### src/rtl/sram_controller_pwr_sched.sv
// Power-request scheduler for the SRAM power FSM: idle-timeout auto-sleep, minimum sleep dwell,
// vote-driven wake with source capture. Define SRAM_PWR_SCHED_ACK_TIMEOUT_EN for the ack watchdog.
module sram_controller_pwr_sched #(
    parameter int NUM_REQ          = 4,
    parameter int CNT_W            = 16,
    parameter int IDLE_CYCLES      = 64,
    parameter int MIN_SLEEP_CYCLES = 16,
    parameter int ACK_TIMEOUT      = 255
) (
    input  logic               clk,
    input  logic               reset_n,
    input  logic [NUM_REQ-1:0] keep_awake,
    input  logic               bus_busy,
    input  logic               sleep_allow,
    input  logic [1:0]         fsm_state,
    output logic               pwr_save_req,
    output logic               pwr_restore_req,
    output logic [NUM_REQ-1:0] wake_src,
    output logic               wake_done,
    output logic [2:0]         sched_state,
    output logic               ack_timeout
);

    // Request/ack: a request is a level held from the cycle after the decision until the
    // edge that samples the acknowledging fsm_state (SLEEP for save, WAKEUP/ACTIVE for restore).
    typedef enum logic [2:0] {
        ST_MON      = 3'd0,
        ST_SAVE     = 3'd1,
        ST_SLEEPING = 3'd2,
        ST_RESTORE  = 3'd3,
        ST_WAKING   = 3'd4
    } state_e;

    localparam logic [1:0] FSM_ACTIVE  = 2'b00;
    localparam logic [1:0] FSM_SLEEP   = 2'b01;
    localparam logic [1:0] FSM_WAKEUP  = 2'b10;
    localparam logic [1:0] FSM_INVALID = 2'b11;

    localparam logic [CNT_W-1:0] IDLE_LAST = CNT_W'(IDLE_CYCLES - 1);
    localparam logic [CNT_W-1:0] DWELL_MIN = CNT_W'(MIN_SLEEP_CYCLES);
    localparam logic [CNT_W-1:0] TO_LAST   = CNT_W'(ACK_TIMEOUT - 1);

`ifdef SRAM_PWR_SCHED_ACK_TIMEOUT_EN
    localparam bit TO_EN = 1'b1;
`else
    localparam bit TO_EN = 1'b0;
`endif

    state_e             state_q, state_d;
    logic [CNT_W-1:0]   idle_cnt_q, idle_cnt_d;
    logic [CNT_W-1:0]   dwell_cnt_q, dwell_cnt_d;
    logic [CNT_W-1:0]   to_cnt_q, to_cnt_d;
    logic               retry_q, retry_d;
    logic               save_req_q, save_req_d;
    logic               restore_req_q, restore_req_d;
    logic [NUM_REQ-1:0] wake_src_q, wake_src_d;
    logic               wake_done_q, wake_done_d;
    logic               ack_timeout_q, ack_timeout_d;

    logic any_vote;
    logic idle;
    logic abort;
    logic save_ack;
    logic restore_ack;
    logic dwell_met;
    logic to_fire;
    logic in_req_state;

    always_comb begin
        any_vote     = |keep_awake;
        idle         = !any_vote && !bus_busy && sleep_allow && (fsm_state == FSM_ACTIVE);
        abort        = any_vote || bus_busy;
        save_ack     = (fsm_state == FSM_SLEEP);
        restore_ack  = (fsm_state == FSM_WAKEUP) || (fsm_state == FSM_ACTIVE);
        dwell_met    = (dwell_cnt_q >= DWELL_MIN);
        in_req_state = (state_q == ST_SAVE) || (state_q == ST_RESTORE);
        // The retry cycle itself never counts towards a timeout.
        to_fire      = TO_EN && in_req_state && !retry_q && (to_cnt_q == TO_LAST);
    end

    always_ff @(posedge clk) begin
        if (!reset_n) begin
            state_q       <= ST_MON;
            idle_cnt_q    <= '0;
            dwell_cnt_q   <= '0;
            to_cnt_q      <= '0;
            retry_q       <= 1'b0;
            save_req_q    <= 1'b0;
            restore_req_q <= 1'b0;
            wake_src_q    <= '0;
            wake_done_q   <= 1'b0;
            ack_timeout_q <= 1'b0;
        end else begin
            state_q       <= state_d;
            idle_cnt_q    <= idle_cnt_d;
            dwell_cnt_q   <= dwell_cnt_d;
            to_cnt_q      <= to_cnt_d;
            retry_q       <= retry_d;
            save_req_q    <= save_req_d;
            restore_req_q <= restore_req_d;
            wake_src_q    <= wake_src_d;
            wake_done_q   <= wake_done_d;
            ack_timeout_q <= ack_timeout_d;
        end
    end

    always_comb begin
        state_d = state_q;
        if (fsm_state == FSM_INVALID) begin
            state_d = ST_MON;
        end else begin
            unique case (state_q)
                ST_MON: begin
                    if (idle && (idle_cnt_q == IDLE_LAST)) state_d = ST_SAVE;
                end
                ST_SAVE: begin
                    // An ack in the same cycle as an abort still completes the save.
                    if (save_ack)              state_d = ST_SLEEPING;
                    else if (to_fire || abort) state_d = ST_MON;
                end
                ST_SLEEPING: begin
                    if (fsm_state == FSM_ACTIVE)   state_d = ST_MON;
                    else if (any_vote && dwell_met) state_d = ST_RESTORE;
                end
                ST_RESTORE: begin
                    if (restore_ack) state_d = ST_WAKING;
                end
                ST_WAKING: begin
                    if (fsm_state == FSM_ACTIVE) state_d = ST_MON;
                end
                default: state_d = ST_MON;
            endcase
        end
    end

    always_comb begin
        idle_cnt_d = '0;
        if (state_q == ST_MON && idle) idle_cnt_d = idle_cnt_q + CNT_W'(1);

        dwell_cnt_d = '0;
        if (state_q == ST_SLEEPING) dwell_cnt_d = dwell_met ? dwell_cnt_q : dwell_cnt_q + CNT_W'(1);

        retry_d = TO_EN && (state_q == ST_RESTORE) && (state_d == ST_RESTORE) && to_fire;

        to_cnt_d = '0;
        if (TO_EN && in_req_state && (state_d == state_q) && !to_fire && !retry_q)
            to_cnt_d = to_cnt_q + CNT_W'(1);

        ack_timeout_d = ack_timeout_q;
        if (to_fire && !((state_q == ST_SAVE && save_ack) || (state_q == ST_RESTORE && restore_ack)))
            ack_timeout_d = 1'b1;

        wake_src_d = wake_src_q;
        if (state_q == ST_SLEEPING && state_d == ST_RESTORE) wake_src_d = keep_awake;

        save_req_d    = (state_d == ST_SAVE);
        restore_req_d = (state_d == ST_RESTORE) && !retry_d;
        wake_done_d   = (state_q == ST_WAKING) && (fsm_state == FSM_ACTIVE);
    end

    assign pwr_save_req    = save_req_q;
    assign pwr_restore_req = restore_req_q;
    assign wake_src        = wake_src_q;
    assign wake_done       = wake_done_q;
    assign sched_state     = state_q;
    assign ack_timeout     = TO_EN ? ack_timeout_q : 1'b0;

endmodule
### config.mk
export PLATFORM = sky130hd
export DESIGN_NAME = sram_controller_pwr_sched
export DESIGN_NICKNAME = d
export VERILOG_FILES = /design/src/rtl/sram_controller_pwr_sched.sv
export SDC_FILE = /design/constraint.sdc
export NUM_CORES = 1
export LEC_CHECK = 0
export ABC_AREA = 1
export CELL_PAD_IN_SITES_DETAIL_PLACEMENT = 0
export CELL_PAD_IN_SITES_GLOBAL_PLACEMENT = 1
export CORE_ASPECT_RATIO = 0.8
export CORE_UTILIZATION = 49
export DETAILED_ROUTE_END_ITERATION = 7
export DONT_BUFFER_PORTS = 1
export PLACE_DENSITY = 0.88
export SYNTH_ARGS = -nofsm -noshare
export SYNTH_HDL_FRONTEND = slang
export SYNTH_SLANG_ARGS = --single-unit
### constraint.sdc
create_clock -name clk -period 3.25 [get_ports clk]
set_input_delay 0.325 -clock clk [delete_from_list [all_inputs] [get_ports clk]]
set_output_delay 0.325 -clock clk [all_outputs]
set_load 0.02 [all_outputs]
==> out/results.ini, run 1 <==
[layout]
area_growth_pct=8.96
drive_above_1_share=0.209
antenna_cells=0
layout_commonest_cell=dfxtp_1
layout.nets=265
final_cell_mix=dfxtp_1 (42), inv_1 (35), nor2_1 (35)
fillers=389
design_area_mm2=0.00213

[logic_synthesis]
ys.flop_type=dfxtp_1
synth.distinct_cells=37
ys_seq_area_frac=0.430
postSynthCellCount=249
synth_top_cell_by_area=dfxtp_1
synth.cell_area_mm2=0.00196
ys_ff_latch=42
avgSynthCellArea_um2=7.85
synth_edf_count=0
synth_area_leaders=dfxtp_1 (43%), inv_1 (6.7%), nor2_1 (6.7%)
mappedNetlistNets=262
ys_warn_count=0
synth_top_area_share=0.430
ys_async_sr_fraction=0

[placement]
place_ws_ps=1680
gp_congestion=0.806
place.port_buffers=0
dpl_cell_area_mm2=0.00199
dp_hpwl_um=2480

[die]
die_w_um=72.6
core_region_area_mm2=0.00380
dieArea_mm2=0.00425
start_util=0.514
ios=21
die_h_um=58.5
rows=20

[grt]
gr-usage-all-layers=0.179
grt.overflow.total=0
grt_pass1_wl_um=5710
grt_max_degree=15
grt_pass1_vias=1368
antenna_found_initial=0

[clock_tree]
worst_skew_pair.late_latency_ps=290
htreeDepth=2
cts_tree=done
clock-sinks=42
path_clk_slew_ps=80
cts_resized=0
cts_root_buf=clkbuf_8
clockBufferDepth=2
hold_buffers=0
post-cts-setup-buffer-count=0
cts_buffers=5

[worst_hold_path]
hold_class=in -> reg

[worst_setup_path]
crit_chain=ha_1 -> nand3_2 -> nor3_1 -> nand3_1 -> nand3_4 -> nand3_1 -> nand2_1 -> nor2_1
crit_type=reg -> reg
cp_common_cell=nand3_1
startpoint_type=flip-flop
crit_fanout=9
cp.buffers_inverters=0
cp.required_ps=3440
cp-end-kind=flip-flop
crit_slowest_cell=dfxtp_1
critical_path.top_delay_family=simple AND/OR/NAND/NOR gates
arrival_ps=1790
slowest_delay_ps=440

[route]
drc=0
vias=1446
ant_nets=0
routedWlPerCell_um=10.8
wirelength_um=3320
dr.first_iter.drc_count=61
viasPerCell=4.69
firstDrtPassIters=4

[job]
maxCapViolCount=0

[power]
p_leak_nw=0.798
power.total_mw=1.01
power.density_mw_per_mm2=475
ir_worst_vdd_v=0.000272

[sta]
setup_tns_ps=0
fmax_mhz=625
rsz0062_at_grt=no
period_share=0.492
setup_viol=0
clock_skew_ps=9.64
hold_viol=0
min_period_ps=1600
fin_ws_ps=1650
drv_slew=0

[outcome]
status=finished clean

## layout make-up
type	count	area [um2]	area share
sequential	42	841	0.395
tap	55	68.8	0.0323
multi-input combinational	165	941	0.442
inverter	38	143	0.0669
clock buffer	5	68.8	0.0323
clock inverter	3	68.8	0.0323
## state kept, by name, indices dropped and copies added (netlist names)
| signal | count |
|---|---|
| dwell_cnt_q | 16 |
| idle_cnt_q | 16 |
| pwr_restore_req | 1 |
| pwr_save_req | 1 |
| sched_state | 3 |
| wake_done | 1 |
| wake_src | 4 |
## cells by family (layout without fill, tap and decap cells)
family          Yosys count  count (layout)  share of synthesized area
simple gates            131             131                      0.370
buf+inv                  42              46                     0.0889
fa+ha+maj                 3               3                     0.0192
flops                    42              42                      0.430
other cells               1               1                    0.00192
xor+xnor                  2               2                    0.00896
compound gates           28              28                     0.0813
## per-stage QoR
| step | util | cells | hold WS (ps) |
|---|---|---|---|
| 2_1_floorplan | - | 249 | 409 |
| 3_3_place_gp | 0.524 | 300 | 418 |
| 3_5_place_dp | 0.524 | 300 | 424 |
| 4_1_cts | 0.560 | 308 | 127 |
| 5_1_grt | 0.560 | 308 | 123 |
| 6_report | 0.560 | 308 | 138 |
## worst paths after layout
path	startpoint	endpoint	slack, ps	cells after the start
max	idle_cnt_q[0]	wake_src[0]	1650	8
min	reset_n	wake_src[2]	140	2
max reg2reg	idle_cnt_q[0]	wake_src[0]	1650	8
min reg2reg	dwell_cnt_q[8]	dwell_cnt_q[8]	440	2
## cells in the mapped netlist (all sizes together), types with 2 or more instances
library cell	count
nor2	55
o21a	2
nor3b	2
buf	4
dfxtp	42
nand3	20
o21ai	7
inv	38
ha	3
nand4	5
nand2	35
a21oi	16
nor3	11
## metal layers
metal / vias to the layer above / track usage / wire length [um]
met5: - / 0 / 0
li1: 789 / - / -
met2: 26 / 0.279 / 1410
met3: 2 / 0.0753 / 177
met1: 629 / 0.225 / 1710
met4: 0 / 0.0588 / 20
## power by group
part	switching (mW)	internal [mW]
clock	0.179	0.308
combinational	0.00840	0.00359
sequential	0.0000393	0.514
total	0.188	0.825
Note: power is estimated with default switching activity, not from simulation.
==> inputs of run 2 (changes only) <==
CORE_UTILIZATION = 46   (was 49)
PLACE_DENSITY = 0.84   (was 0.88)
clock period = 1.5 ns   (was 3.25 ns; I/O delays follow)
==> out/results.ini, run 2 (same netlist as run 1, synthesis figures left out) <==
[route]
vias=1524  ; +5.4%
routedWlPerCell_um=11.0  ; +2.3%
wirelength_um=3510  ; +5.9%
ant_nets=0  ; unchanged
viasPerCell=4.78  ; +1.8%
firstDrtPassIters=4  ; unchanged
drc=0  ; unchanged
dr.first_iter.drc_count=71  ; +16%

[clock_tree]
htreeDepth=2  ; unchanged
clock-sinks=42  ; unchanged
cts_root_buf=clkbuf_8
worst_skew_pair.late_latency_ps=290  ; about the same
path_clk_slew_ps=90  ; about the same
cts_buffers=5  ; unchanged
cts_tree=done
clockBufferDepth=2  ; unchanged

[sta]
min_period_ps=1460  ; -138 ps
drv_slew=0  ; unchanged
period_share=0.974  ; +0.482
setup_viol=0  ; unchanged
rsz0062_at_grt=yes
hold_viol=0  ; unchanged
clock_skew_ps=7.52  ; -2.12 ps
fmax_mhz=685  ; +9.5%

[worst_setup_path]
arrival_ps=1650  ; -140 ps
startpoint_type=flip-flop
cp-end-kind=flip-flop
cp.required_ps=1690  ; -1750 ps
crit_type=reg -> reg
crit_fanout=9  ; unchanged

[power]
combPwrFrac=0.013  ; about the same
power.density_mw_per_mm2=985  ; +110%
intPower_mw=1.79  ; +120%
power.total_mw=2.21  ; +120%
p_sw_frac=0.190  ; +0.00486
clkPwrFrac=0.483  ; +0.002
p_leak_nw=0.860  ; +7.8%
ir_worst_vdd_v=0.000938  ; +240%
seq_power_share=0.504  ; -0.004
p_switching_uw=420  ; +120%

[layout]
area_growth_pct=14.7
postLayoutCoreUtil=0.571  ; +0.0108
antenna_cells=0  ; unchanged
drive_above_1_share=0.254  ; +0.0443
layout_commonest_cell=dfxtp_1
layout.nets=276  ; +4.2%
final_cell_mix=dfxtp_1 (41), inv_1 (35), nor2_1 (35)
fillers=361  ; -7.2%

[worst_hold_path]
hold_class=in -> reg

[grt]
grt.overflow.total=0  ; unchanged
grt_max_degree=15  ; unchanged
grt_pass1_wl_um=5750  ; +0.72%
gr-usage-all-layers=0.169  ; -0.00941
grt_pass1_vias=1324  ; -3.2%
antenna_found_initial=0  ; unchanged

[job]
maxCapViolCount=0  ; unchanged

[die]
die_w_um=74.9  ; +3.1%
rows=20  ; unchanged
ios=21  ; unchanged
die_h_um=60.3  ; +3.1%
start_util=0.498  ; -0.0164
core_region_area_mm2=0.00393  ; +3.3%
dieArea_mm2=0.00452  ; +6.3%

[outcome]
status=finished clean

[placement]
gp_congestion=0.802  ; -0.43%
place.port_buffers=0  ; unchanged
dp_hpwl_um=2510  ; +1.2%

-- run 2: cell types whose count changed in the layout (fill, tap and decap cells not counted), sizes merged --
| cell | delta |
|---|---|
| buf | +10 |
| dlygate4sd3 | +1 |
-- run 2: worst max-delay path: stages, from the launching register on --
cell and delay, ps:
dfxtp_1 350, ha_2 220, nand3_2 140, nor3_2 180, nand3_1 150, nand3_4 140, nand3_1 90, nand2_1 60
nor2_1 40
-- run 2: final timing paths --
check / endpoint / depth (start not counted) / startpoint / slack [ps]
worst max-delay path: wake_src[2] / 8 / idle_cnt_q[0] / 40
worst min-delay path: wake_done / 3 / fsm_state[0] / 40
worst max register to register: wake_src[2] / 8 / idle_cnt_q[0] / 40
worst min register to register: dwell_cnt_q[8] / 2 / dwell_cnt_q[8] / 440
-- run 2: what timing repair did --
action,4_1_cts,5_1_grt
endpoints found under the setup margin,0,10
hold buffers,1,0
setup buffers,0,1
resized for setup,0,6
endpoints found under the hold margin,5,0
-- run 2: power groups by stage --
stage / clock network (mW) / registers, mW / logic (mW)
4_1_cts: 1.09 / 1.11 / 0.0298
2_1_floorplan: 0 / 1.14 / 0.0247
6_report: 1.07 / 1.11 / 0.0296
3_5_place_dp: 0 / 1.14 / 0.0259
3_3_place_gp: 0 / 1.14 / 0.0258
5_1_grt: 1.13 / 1.11 / 0.0336
-- run 2: per-stage QoR --
stage | cell area, um2 | setup WS [ps] | hold WS, ps | std cells | TNS (ps)
2_1_floorplan | 1960 | 110 | 271 | 249 | 0
3_3_place_gp | 2060 | 65.7 | 275 | 309 | 0
3_5_place_dp | 2060 | 35.4 | 277 | 309 | 0
4_1_cts | 2210 | 4.56 | 33.2 | 318 | 0
5_1_grt | 2240 | -40.9 | 32.3 | 319 | -105
6_report | 2240 | 39.3 | 35.4 | 319 | 0
-- run 2: metal layers --
metal	up-vias	wire, um	global-route usage	share of wire
met5	-	0	0	0
met4	0	35	0.0566	0.010
met3	5	160	0.0590	0.046
met2	28	1430	0.247	0.41
met1	677	1880	0.233	0.54
li1	814	-	-	-
-- run 2: cell type report --
| cell class | instances | area [um2] | area share |
|---|---|---|---|
| inverters | 38 | 143 | 0.0636 |
| clock buffers | 5 | 68.8 | 0.0307 |
| repair buffers | 11 | 85.1 | 0.0379 |
| flip-flops and latches | 42 | 842 | 0.375 |
| well taps | 55 | 68.8 | 0.0307 |
| multi-input cells | 165 | 967 | 0.431 |
| clock inverters | 3 | 68.8 | 0.0307 |
==> inputs of run 3 (changes only) <==
MAX_ROUTING_LAYER = met4   (was unset)
==> out/results.ini, run 3 (same netlist as run 1, synthesis figures left out) <==
[grt]
antenna_found_initial=0  ; unchanged
gr-usage-all-layers=0.175  ; +0.00561
grt_max_degree=15  ; unchanged
grt.overflow.total=0  ; unchanged
grt_pass1_vias=1324  ; unchanged
grt_pass1_wl_um=5750  ; unchanged

[worst_hold_path]
hold-path-endpoint=wake_done
hold_class=in -> reg
min_path_cells=3  ; unchanged
hold_start=fsm_state[0]

[worst_setup_path]
reg2reg_from=idle_cnt_q[0]
cp.required_ps=1690  ; about the same
startpoint_type=flip-flop
crit_slowest_cell=dfxtp_1
cp-end-kind=flip-flop
crit_chain=ha_2 -> nand3_2 -> nor3_2 -> nand3_1 -> nand3_4 -> nand3_1 -> nand2_1 -> nor2_1
reg2reg_depth=8  ; unchanged
crit_fanout=9  ; unchanged
crit_type=reg -> reg
cp.buffers_inverters=0  ; unchanged
slowest_delay_ps=350  ; about the same
regToRegEndpoint=wake_src[2]
reg2reg_slack_ps=40  ; about the same
cp_common_cell=nand3_1
critical_path.top_delay_family=simple AND/OR/NAND/NOR gates
arrival_ps=1650  ; about the same

[die]
die_w_um=74.9  ; unchanged
dieArea_mm2=0.00452  ; unchanged
core_region_area_mm2=0.00393  ; unchanged
ios=21  ; unchanged
rows=20  ; unchanged
start_util=0.498  ; unchanged
die_h_um=60.3  ; unchanged

[route]
drc=0  ; unchanged
ant_nets=0  ; unchanged
viasPerCell=4.78  ; unchanged
routedWlPerCell_um=11.0  ; unchanged
wirelength_um=3510  ; unchanged
vias=1524  ; unchanged
firstDrtPassIters=4  ; unchanged
dr.first_iter.drc_count=71  ; unchanged

[placement]
place.port_buffers=0  ; unchanged
dp_hpwl_um=2510  ; unchanged
dp_cells=309  ; unchanged
gp_congestion=0.814  ; +1.4%
dpl_cell_area_mm2=0.00206  ; unchanged

[sta]
setup_viol=0  ; unchanged
drv_slew=0  ; unchanged
clock_skew_ps=7.52  ; +0.00150 ps
hold_viol=0  ; unchanged
rsz0062_at_grt=yes
min_period_ps=1460  ; +0.00680 ps
period_share=0.974  ; about the same
fmax_mhz=685  ; about the same

[layout]
antenna_cells=0  ; unchanged
final_cell_mix=dfxtp_1 (41), inv_1 (35), nor2_1 (35)
design_area_mm2=0.00224  ; unchanged
postLayoutCoreUtil=0.571  ; unchanged
layout_commonest_cell=dfxtp_1
layout.nets=276  ; unchanged
stdcell_count=319  ; unchanged
drive_above_1_share=0.254  ; unchanged
area_growth_pct=14.7  ; unchanged
fillers=361  ; unchanged

[job]
maxCapViolCount=0  ; unchanged

[power]
ir_worst_vdd_v=0.000938  ; about the same
p_leak_nw=0.860  ; unchanged
power.total_mw=2.21  ; about the same
power.density_mw_per_mm2=985  ; about the same

[clock_tree]
worst_skew_pair.late_latency_ps=290  ; about the same
clock-sinks=42  ; unchanged
path_clk_slew_ps=90  ; about the same
htreeDepth=2  ; unchanged
clockBufferDepth=2  ; unchanged
cts_tree=done
cts_root_buf=clkbuf_8
cts_buffers=5  ; unchanged

[outcome]
status=finished clean

run 3: cell counts in the layout (fill, tap and decap cells not counted):
Identical to the previous run, type by type.
run 3: routing by layer:
layer  vias up  GRT usage  wire length, um
met2        28      0.247             1430
met3         5     0.0556              145
met1       677      0.235             1900
li1        814          -                -
met5         -          -                0
met4         0     0.0566               35
run 3: cell type report:
cell class                 instances  area, um2  area share
clock buffer                       5       68.8      0.0307
clock inverter                     3       68.8      0.0307
inverter                          38        143      0.0636
multi-input combinational        165        967       0.431
sequential                        42        842       0.375
tap                               55       68.8      0.0307
timing repair buffer              11       85.1      0.0379
run 3: per-stage QoR:
step / TNS, ps / hold WS (ps) / setup WS (ps)
4_1_cts: 0 / 33.2 / 4.56
3_5_place_dp: 0 / 277 / 35.4
2_1_floorplan: 0 / 271 / 110
3_3_place_gp: 0 / 275 / 65.7
5_1_grt: -105 / 32.3 / -40.9
6_report: 0 / 35.3 / 39.3
run 3: repair_timing:
| action | CTS | global route |
|---|---|---|
| endpoints found under the hold margin | 5 | 0 |
| gates resized for setup | 0 | 6 |
| buffers inserted | 0 | 1 |
| hold buffers | 1 | 0 |
| setup endpoints to repair | 0 | 10 |
run 3: worst max path at each step:
stage          slack (ps)           from               to  cells after the start
6_report               40  idle_cnt_q[0]      wake_src[2]                      8
5_1_grt               -40  idle_cnt_q[0]   idle_cnt_q[14]                      8
4_1_cts                 5  idle_cnt_q[1]  pwr_restore_req                      7
3_5_place_dp           40  idle_cnt_q[1]      wake_src[2]                      8
3_3_place_gp           70  idle_cnt_q[1]      wake_src[3]                      8
2_1_floorplan         110  idle_cnt_q[0]   idle_cnt_q[14]                      8
run 3: report_power, final:
group	switching (mW)	internal, mW	total [mW]
Clock	0.400	0.667	1.07
Sequential	0.0000337	1.11	1.11
Combinational	0.0201	0.00952	0.0296
run 3: worst reg2reg max path: cells and delay by family (launching register included):
| kind | cells | cell delay, ps |
|---|---|---|
| adders and majority gates | 1 | 220 |
| and+or+nand+nor | 7 | 800 |
| DFF | 1 | 350 |
